===== src/rtl/mem_access_ctrl_if.sv =====
// -----------------------------------------------------------------------------
// mem_access_ctrl_if
// Data-memory bus between the MEM-stage access controller and the data memory.
//
// Signals:
//   dmem_req_o    request, held high until acknowledged       (controller -> mem)
//   dmem_we_o     1 = write, 0 = read, valid while requesting (controller -> mem)
//   dmem_addr_o   word-aligned byte address, [1:0] = 00       (controller -> mem)
//   dmem_wdata_o  store data replicated across byte lanes     (controller -> mem)
//   dmem_be_o     byte-lane enables                           (controller -> mem)
//   dmem_rdata_i  read data, valid on the acknowledge cycle   (mem -> controller)
//   dmem_ack_i    access complete, one-cycle pulse            (mem -> controller)
//
// Modports: master = access controller, slave = data memory.
// -----------------------------------------------------------------------------
interface mem_access_ctrl_if;
  logic        dmem_req_o;
  logic        dmem_we_o;
  logic [31:0] dmem_addr_o;
  logic [31:0] dmem_wdata_o;
  logic [3:0]  dmem_be_o;
  logic [31:0] dmem_rdata_i;
  logic        dmem_ack_i;

  modport master (
    output dmem_req_o,
    output dmem_we_o,
    output dmem_addr_o,
    output dmem_wdata_o,
    output dmem_be_o,
    input  dmem_rdata_i,
    input  dmem_ack_i
  );

  modport slave (
    input  dmem_req_o,
    input  dmem_we_o,
    input  dmem_addr_o,
    input  dmem_wdata_o,
    input  dmem_be_o,
    output dmem_rdata_i,
    output dmem_ack_i
  );
endinterface


===== src/rtl/mem_access_ctrl.sv =====
// -----------------------------------------------------------------------------
// mem_access_ctrl
// MEM stage of a five-stage RISC-V pipeline: issues load/store requests to a
// handshaked data memory, stalls the front of the pipeline until the memory
// acknowledges, extends load data and owns the MEM/WB pipeline register.
//
// Ports:
//   clk_i, rst_i         clock, asynchronous active-high reset
//   w_data_i             ALU result from EX/MEM (byte address for loads/stores)
//   store_data_i         rs2 value for stores
//   funct3_i             access size/sign: 000 B, 001 H, 010 W, 100 BU, 101 HU
//                        (any other code behaves as W)
//   MemRead_i, MemWrite_i, MemtoReg_i, RegWrite_i, rd_i   EX/MEM control
//   dmem                 data-memory bus (mem_access_ctrl_if.master)
//   stall_o              freezes PC, IF/ID, ID/EX and EX/MEM while high
//   wb_data_o, rd_o, RegWrite_o   registered MEM/WB outputs
//   misalign_o           registered misaligned-access flag
//
// Build option: define MISALIGN_CHECK_EN to trap misaligned H/W accesses
// (no request, no stall, misalign_o pulsed, write-back suppressed). Without
// it misalign_o is tied low, H uses addr[1] only and W ignores addr[1:0].
//
// The EX/MEM register is frozen while stall_o is high, so the control inputs,
// funct3_i and the low address bits are still valid on the acknowledge cycle
// and are used directly for load extension and write-back.
// -----------------------------------------------------------------------------
module mem_access_ctrl (
  input  logic                     clk_i,
  input  logic                     rst_i,
  input  logic [31:0]              w_data_i,
  input  logic [31:0]              store_data_i,
  input  logic [2:0]               funct3_i,
  input  logic                     MemRead_i,
  input  logic                     MemWrite_i,
  input  logic                     MemtoReg_i,
  input  logic                     RegWrite_i,
  input  logic [4:0]               rd_i,
  mem_access_ctrl_if.master        dmem,
  output logic                     stall_o,
  output logic [31:0]              wb_data_o,
  output logic [4:0]               rd_o,
  output logic                     RegWrite_o,
  output logic                     misalign_o
);

  typedef enum logic [0:0] {
    ST_IDLE = 1'b0,
    ST_BUSY = 1'b1
  } state_t;

  localparam logic [1:0] SZ_B = 2'd0;
  localparam logic [1:0] SZ_H = 2'd1;
  localparam logic [1:0] SZ_W = 2'd2;

  localparam logic [2:0] F3_B  = 3'b000;
  localparam logic [2:0] F3_H  = 3'b001;
  localparam logic [2:0] F3_BU = 3'b100;
  localparam logic [2:0] F3_HU = 3'b101;

  // Access size from funct3; unlisted codes fall back to a word.
  function automatic logic [1:0] size_of(input logic [2:0] f3);
    case (f3)
      F3_B, F3_BU: size_of = SZ_B;
      F3_H, F3_HU: size_of = SZ_H;
      default:     size_of = SZ_W;
    endcase
  endfunction

  // Byte-lane enables; a halfword only looks at addr[1] for its lane pair.
  function automatic logic [3:0] be_of(input logic [1:0] sz, input logic [1:0] lo);
    case (sz)
      SZ_B:    be_of = 4'b0001 << lo;
      SZ_H:    be_of = 4'b0011 << {lo[1], 1'b0};
      default: be_of = 4'b1111;
    endcase
  endfunction

  // Store data replicated so every enabled lane sees the right byte(s).
  function automatic logic [31:0] wdata_of(input logic [1:0] sz, input logic [31:0] sd);
    case (sz)
      SZ_B:    wdata_of = {4{sd[7:0]}};
      SZ_H:    wdata_of = {2{sd[15:0]}};
      default: wdata_of = sd;
    endcase
  endfunction

  // Lane selection plus sign/zero extension of the returned read word.
  function automatic logic [31:0] load_ext(input logic [2:0]  f3,
                                           input logic [1:0]  lo,
                                           input logic [31:0] rdata);
    logic [7:0]  b;
    logic [15:0] h;
    b = rdata[{lo, 3'b000} +: 8];
    h = lo[1] ? rdata[31:16] : rdata[15:0];
    case (f3)
      F3_B:    load_ext = {{24{b[7]}}, b};
      F3_BU:   load_ext = {24'h00_0000, b};
      F3_H:    load_ext = {{16{h[15]}}, h};
      F3_HU:   load_ext = {16'h0000, h};
      default: load_ext = rdata;
    endcase
  endfunction

  state_t      state_r;
  state_t      next_state_s;
  logic        access_s;
  logic        misalign_s;
  logic        stall_s;
  logic        start_s;
  logic [1:0]  size_s;

  logic        req_r;
  logic        we_r;
  logic [31:0] addr_r;
  logic [31:0] wdata_r;
  logic [3:0]  be_r;

  logic [31:0] wb_data_r;
  logic [4:0]  rd_r;
  logic        reg_write_r;
  logic        misalign_r;

  assign access_s = MemRead_i | MemWrite_i;
  assign size_s   = size_of(funct3_i);

`ifdef MISALIGN_CHECK_EN
  // Misalignment only matters for a new access being decided in IDLE.
  assign misalign_s = (state_r == ST_IDLE) && access_s &&
                      (((size_s == SZ_H) && w_data_i[0]) ||
                       ((size_s == SZ_W) && (w_data_i[1:0] != 2'b00)));
`else
  assign misalign_s = 1'b0;
`endif

  // FSM state register.
  always_ff @(posedge clk_i or posedge rst_i) begin
    if (rst_i) begin
      state_r <= ST_IDLE;
    end else begin
      state_r <= next_state_s;
    end
  end

  // FSM next state, stall and request-launch decode.
  always_comb begin
    next_state_s = state_r;
    stall_s      = 1'b0;
    start_s      = 1'b0;
    case (state_r)
      ST_IDLE: begin
        // dmem_ack_i is deliberately not looked at here.
        if (access_s && !misalign_s) begin
          stall_s      = 1'b1;
          start_s      = 1'b1;
          next_state_s = ST_BUSY;
        end else begin
          stall_s      = 1'b0;
          start_s      = 1'b0;
          next_state_s = ST_IDLE;
        end
      end
      ST_BUSY: begin
        if (dmem.dmem_ack_i) begin
          stall_s      = 1'b0;
          next_state_s = ST_IDLE;
        end else begin
          stall_s      = 1'b1;
          next_state_s = ST_BUSY;
        end
      end
      default: begin
        stall_s      = 1'b0;
        start_s      = 1'b0;
        next_state_s = ST_IDLE;
      end
    endcase
  end

  // Stall is combinational so the pipeline freezes in the same cycle; it is
  // forced low while reset is asserted.
  assign stall_o = stall_s & ~rst_i;

  // Request register: captured on launch, held through BUSY, dropped on ack.
  always_ff @(posedge clk_i or posedge rst_i) begin
    if (rst_i) begin
      req_r   <= 1'b0;
      we_r    <= 1'b0;
      addr_r  <= 32'h0000_0000;
      wdata_r <= 32'h0000_0000;
      be_r    <= 4'b0000;
    end else if (start_s) begin
      req_r   <= 1'b1;
      we_r    <= MemWrite_i;   // read+write together resolves to a write
      addr_r  <= {w_data_i[31:2], 2'b00};
      wdata_r <= wdata_of(size_s, store_data_i);
      be_r    <= be_of(size_s, w_data_i[1:0]);
    end else if ((state_r == ST_BUSY) && dmem.dmem_ack_i) begin
      req_r   <= 1'b0;
    end else begin
      req_r   <= req_r;
    end
  end

  assign dmem.dmem_req_o   = req_r;
  assign dmem.dmem_we_o    = we_r;
  assign dmem.dmem_addr_o  = addr_r;
  assign dmem.dmem_wdata_o = wdata_r;
  assign dmem.dmem_be_o    = be_r;

  // MEM/WB register: a bubble on every stalled edge, otherwise the result.
  always_ff @(posedge clk_i or posedge rst_i) begin
    if (rst_i) begin
      wb_data_r   <= 32'h0000_0000;
      rd_r        <= 5'd0;
      reg_write_r <= 1'b0;
      misalign_r  <= 1'b0;
    end else if (stall_s) begin
      wb_data_r   <= 32'h0000_0000;
      rd_r        <= 5'd0;
      reg_write_r <= 1'b0;
      misalign_r  <= 1'b0;
    end else begin
      wb_data_r   <= MemtoReg_i ? load_ext(funct3_i, w_data_i[1:0], dmem.dmem_rdata_i)
                                : w_data_i;
      rd_r        <= rd_i;
      reg_write_r <= RegWrite_i & ~misalign_s;
      misalign_r  <= misalign_s;
    end
  end

  assign wb_data_o  = wb_data_r;
  assign rd_o       = rd_r;
  assign RegWrite_o = reg_write_r;
  assign misalign_o = misalign_r;

endmodule


===== src/flat_wrapper.sv =====
// flat-port wrapper written by rule: the top's interface ports become plain ports
module mem_access_ctrl_flat 
  (clk_i, rst_i, w_data_i, store_data_i, funct3_i, MemRead_i, MemWrite_i, MemtoReg_i, RegWrite_i, rd_i, stall_o, wb_data_o, rd_o, RegWrite_o, misalign_o, dmem_dmem_req_o, dmem_dmem_we_o, dmem_dmem_addr_o, dmem_dmem_wdata_o, dmem_dmem_be_o, dmem_dmem_rdata_i, dmem_dmem_ack_i);
  mem_access_ctrl_if dmem_i ();
  input  logic clk_i;
  input  logic rst_i;
  input  logic [31:0] w_data_i;
  input  logic [31:0] store_data_i;
  input  logic [2:0] funct3_i;
  input  logic MemRead_i;
  input  logic MemWrite_i;
  input  logic MemtoReg_i;
  input  logic RegWrite_i;
  input  logic [4:0] rd_i;
  output logic stall_o;
  output logic [31:0] wb_data_o;
  output logic [4:0] rd_o;
  output logic RegWrite_o;
  output logic misalign_o;
  output wire logic [$bits(dmem_i.dmem_req_o)-1:0] dmem_dmem_req_o;
  output wire logic [$bits(dmem_i.dmem_we_o)-1:0] dmem_dmem_we_o;
  output wire logic [$bits(dmem_i.dmem_addr_o)-1:0] dmem_dmem_addr_o;
  output wire logic [$bits(dmem_i.dmem_wdata_o)-1:0] dmem_dmem_wdata_o;
  output wire logic [$bits(dmem_i.dmem_be_o)-1:0] dmem_dmem_be_o;
  input wire logic [$bits(dmem_i.dmem_rdata_i)-1:0] dmem_dmem_rdata_i;
  input wire logic [$bits(dmem_i.dmem_ack_i)-1:0] dmem_dmem_ack_i;
  assign dmem_dmem_req_o = dmem_i.dmem_req_o;
  assign dmem_dmem_we_o = dmem_i.dmem_we_o;
  assign dmem_dmem_addr_o = dmem_i.dmem_addr_o;
  assign dmem_dmem_wdata_o = dmem_i.dmem_wdata_o;
  assign dmem_dmem_be_o = dmem_i.dmem_be_o;
  assign dmem_i.dmem_rdata_i = dmem_dmem_rdata_i;
  assign dmem_i.dmem_ack_i = dmem_dmem_ack_i;
  mem_access_ctrl u_core (.clk_i(clk_i), .rst_i(rst_i), .w_data_i(w_data_i), .store_data_i(store_data_i), .funct3_i(funct3_i), .MemRead_i(MemRead_i), .MemWrite_i(MemWrite_i), .MemtoReg_i(MemtoReg_i), .RegWrite_i(RegWrite_i), .rd_i(rd_i), .dmem(dmem_i), .stall_o(stall_o), .wb_data_o(wb_data_o), .rd_o(rd_o), .RegWrite_o(RegWrite_o), .misalign_o(misalign_o));
endmodule

===== config.mk =====
export PLATFORM = sky130hd
export DESIGN_NAME = mem_access_ctrl_flat
export DESIGN_NICKNAME = d
export VERILOG_FILES = /design/src/rtl/mem_access_ctrl_if.sv /design/src/rtl/mem_access_ctrl.sv /design/src/flat_wrapper.sv
export SDC_FILE = /design/constraint.sdc
export NUM_CORES = 1
export LEC_CHECK = 0
export CAP_MARGIN = 15
export CORE_MARGIN = 10
export CORE_UTILIZATION = 42
export CTS_CLUSTER_SIZE = 12
export DETAILED_ROUTE_END_ITERATION = 8
export PLACE_DENSITY_LB_ADDON = 0.12
export SLEW_MARGIN = 20
export SYNTH_ARGS = -nofsm -noshare
export SYNTH_HDL_FRONTEND = slang
export SYNTH_SLANG_ARGS = --single-unit

===== constraint.sdc =====
create_clock -name clk_i -period 4.5 [get_ports clk_i]
set_input_delay 0.9 -clock clk_i [delete_from_list [all_inputs] [get_ports clk_i]]
set_output_delay 0.9 -clock clk_i [all_outputs]
set_load 0.02 [all_outputs]

# --- Word-level counts from Yosys, hierarchy flattened ---
# Cells that the tools add are included.
op_classes:
  eq_ne: 4
  shift: 3
  muxes: 15
  bitwise_logic: 4
  n_reduce_logical: 6
op_table:
  columns: ["op", "count"]
  rows:
  - ["$pmux W32 S4", 1]
  - ["$mux W32", 2]
  - ["$pmux W32 S2", 1]
  - ["$shiftx A32 B6 Y8", 1]
  - ["$mux W16", 1]
  - ["$pmux W4 S2", 1]
  - ["$eq A3 B3 Y1 const B", 2]
  - ["$mux W1", 6]
  - ["$mux W5", 1]
  - ["$pmux W2 S2", 1]
  - ["$reduce_or A2 Y1", 2]
  - ["$shl A1 B2 Y4 const A", 1]
  - ["$shl A2 B2 Y4 const A", 1]
  - ["$eq A3 B1 Y1 const B", 1]
  - ["$logic_not A3 Y1", 1]
  - ["$eq A2 B1 Y1 const B", 1]
  - ["$logic_not A2 Y1", 1]
  - ["$not A1 Y1", 2]
  - ["$pmux W1 S2", 1]
  - ["$reduce_bool A2 Y1", 1]
  - ["$and A1 B1 Y1", 1]
  - ["$logic_and A1 B1 Y1", 1]
  - ["$or A1 B1 Y1", 1]
totals:
  regBits: 107
  in_bits: 111
  out_inout_bits: 110
  word_cells: 41

# --- Depth between registers and ports, before layout ---
logic_depth:
  depth_word: 5
  depth_mapped: 7
  ltp_nobuf: 5

# --- Worst setup path after synthesis ---
# No wires, ideal clock.
synth_timing:
  kind: "in2out"
  startpoint: "in MemWrite_i"
  endpoint: "out stall_o"
  t_arrival_ns: 1.602
  path_slack_ns: 1.998
  cell_stages: 4
  n_path_buf: 1
  cell_sequence: "nor3_1 > a21o_2 > clkbuf_1 > nor2_1"
synth_between:
  elab_chain_cells: 4
synth_rtl:
  columns: ["item", "line", "source"]
  rows:
  - ["from (decl)", "flat_wrapper.sv:11", "input logic MemWrite_i;"]
  - ["$or A1 B1 Y1", "mem_access_ctrl.sv:123", "assign access_s = MemRead_i | MemWrite_i;"]
  - ["$mux W1", "mem_access_ctrl.sv:152", "if (access_s && !misalign_s) begin"]
  - ["$pmux W1 S2", "mem_access_ctrl.sv:149", "case (state_r)"]
  - ["$and A1 B1 Y1", "mem_access_ctrl.sv:181", "assign stall_o = stall_s & ~rst_i;"]
  - ["to (decl)", "flat_wrapper.sv:15", "output logic stall_o;"]
# Every way passes these cells.

# --- Worst setup path in the final report ---
# Ends and elaborated chain as after synthesis.

==> results.cfg <==
[logic_synthesis]
yosys_warnings = 0
avgSynthCellArea_um2 = 11.6
synthDistinctLibCells = 43
synth_seq_cells = 107
synthCells = 425
synth-async-reset-ratio_pct = 100
yosysSeqAreaShare_pct = 54.2
synth_edf_count = 0
synth-main-ff-cell = dfrtp_1
netlist_area_um2 = 4940

[final_layout]
diodes = 0
fin_nets = 737
area_growth_pct = 50.1
final_cell_mix = 216 x clkdlybuf4s50_1, 107 x dfrtp_1, 42 x o21ai_0
final_core_util_pct = 64.7
drive_gt1_share_pct = 11.8
final_common_cell = clkdlybuf4s50_1

[critical_path]
cp-start-kind = input port
critical_path.endpoint_type = primary output
timing.critical_path.buf_inv = 2
critical-path-top-delay-family = buffers and inverters
cpMostUsedCell = clkdlybuf4s50_1
cp_max_fo = 24
crit_slowest_cell = clkdlybuf4s50_1
crit_path_cell_trace = clkdlybuf4s50_1 -> nor3_1 -> a21o_2 -> nor2_1 -> clkdlybuf4s50_1
cp_slowest_stage_delay_ns = 0.63
criticalPathCategory = in -> out
arrival_ns = 2.64
cp.required_ns = 3.60

[global_routing]
grt_usage_pct = 19.2
antenna_found_initial = 0
grt.overflow.total = 0
first_global_vias = 4367
grt_max_degree = 65
grt_pass1_wl_um = 24900

[clock_tree]
h-tree-depth = 3
cts-root-buf = clkbuf_16
ctsResizeCount = 0
clock_latency_ns = 0.34
cts_buffer_depth = 2
cts_tree = yes
cts_hold_buf = 0
clkTransAtPathRegs_ns = 0.07
clkSinkCount = 107
postCtsSetupRepairBufs = 0
cts_buffers = 9

[placed_design]
place_congestion = 0.816
port_buffers = 217
dp_hpwl_um = 12400

[die]
pin_count = 221
rows = 39
die-area_um2 = 16500
die_h_um = 128
initial_utilization_pct = 43.1
die_w_um = 128
core-area_um2 = 11500

[hold_path]
hp-class = reg -> reg

[routing]
drt_first_pass_iters = 4
drc = 0
ant_nets = 0
wl_um = 16200
num_vias = 4157
drt_iter0_markers = 207
wire_per_inst_um = 21.0
via_per_inst = 5.40

[sta]
fmax_mhz = 283
setup_viol_count_final = 0
rsz0062_at_grt = no
min_period_over_period_pct = 78.6
fin_crit_ns = 3.54
fin_worst_skew_ns = 0.00577
tns_ns = 0
tightest_slew_ns = 0.858
max-slew-margin-rel_pct = 42.7
hold_violations = 0
drv_slew = 0

[power_and_ir_drop]
leakagePower_nw = 3.23
p_total_mw = 2.90
irDropWorstVdd_mv = 0.280
p_per_area_nw_per_um2 = 392

[flow_run]
max_cap_violations = 0

[run_status]
status = finished clean
-- cell type report --
cell class | instances | area (µm²)
well taps | 143 | 179
clock buffers | 11 | 233
flip-flops and latches | 107 | 2680
clock inverters | 1 | 5.00
multi-input cells | 277 | 2060
fillers | 943 | 4050
inverters | 6 | 25.0
repair buffers | 225 | 2240
-- synthesized netlist by cell type, types with 2 or more instances --
cell | number | area [µm²]
a21o_1 | 17 | 128
nor2_1 | 18 | 67.6
o21ai_0 | 42 | 210
mux2_4 | 2 | 30.0
and2_1 | 6 | 37.5
a21oi_1 | 26 | 130
a22o_1 | 24 | 210
mux2_2 | 41 | 462
buf_2 | 11 | 55.1
clkbuf_1 | 13 | 48.8
mux2i_1 | 31 | 310
nand2_1 | 30 | 113
buf_1 | 4 | 15.0
a221oi_1 | 6 | 52.6
inv_1 | 5 | 18.8
dfrtp_1 | 107 | 2680
buf_6 | 5 | 56.3
buf_4 | 4 | 30.0
a22oi_1 | 8 | 60.1
nor2b_1 | 2 | 12.5
-- per-layer routing --
| metal | part of all wire (%) | up-vias | global-route usage, % | routed length, µm |
|---|---|---|---|---|
| met5 | 0 | - | 0 | 0 |
| met4 | 1.6 | 0 | 6.89 | 265 |
| met3 | 10 | 17 | 7.89 | 1680 |
| met2 | 49 | 171 | 31.4 | 7910 |
| met1 | 39 | 2045 | 22.3 | 6310 |
| li1 | - | 1924 | - | - |
-- stage by stage --
step / cells / hold slack [ns] / worst slack [ns] / instance area, µm²
6_report: 770 / 0.477 / 0.961 / 7410
3_3_place_gp: 758 / 0.460 / 0.987 / 7170
3_5_place_dp: 758 / 0.469 / 0.940 / 7170
5_1_grt: 770 / 0.509 / 0.857 / 7410
4_1_cts: 770 / 0.484 / 0.937 / 7410
2_1_floorplan: 427 / 0.484 / 0.783 / 4950
-- logic make-up after synthesis --
| family | count (synthesis) | share of synthesized area (%) |
|---|---|---|
| flops | 107 | 54.2 |
| other cells | 1 | 0.0759 |
| mux | 75 | 16.7 |
| buf+inv | 43 | 4.61 |
| compound gates | 133 | 18.2 |
| simple gates | 66 | 6.23 |
-- worst paths after layout --
kind / start / to / slack [ns] / cells past startpoint
max reg2reg: u_core.state_r / u_core.wb_data_o[30] / 2.46 / 5
min reg2reg: u_core.dmem.dmem_wdata_o[16] / u_core.dmem.dmem_wdata_o[16] / 0.48 / 2
min: u_core.dmem.dmem_wdata_o[16] / u_core.dmem.dmem_wdata_o[16] / 0.48 / 2
min in group asynchronous: rst_i / u_core.rd_o[1] / 1.09 / 2
max: MemWrite_i / stall_o / 0.96 / 5
max in group asynchronous: rst_i / u_core.dmem.dmem_wdata_o[13] / 2.55 / 3
-- state kept, by name, summed over array words and instances, names as in the netlist --
name,count
u_core.dmem.dmem_wdata_o,32
u_core.wb_data_o,32
u_core.dmem.dmem_addr_o,30
u_core.rd_o,5
u_core.dmem.dmem_be_o,4
u_core.RegWrite_o,1
u_core.dmem.dmem_req_o,1
u_core.dmem.dmem_we_o,1
u_core.state_r,1
-- power breakdown --
group          total [mW]  internal [mW]  switching, mW
Combinational        1.02          0.514          0.503
Sequential           1.20           1.12         0.0748
Clock               0.687          0.363          0.324
Total                2.90           2.00          0.902
-- worst register-to-register path: cells and delay by family (launching register included) --
family	cells	cell delay (ns)
flip-flops	1	0.42
buffers and inverters	1	0.13
AO/OA/AOI/OAI	3	1.28
AND/OR/NAND/NOR	1	0.15
(Power assumes the default switching activity.)
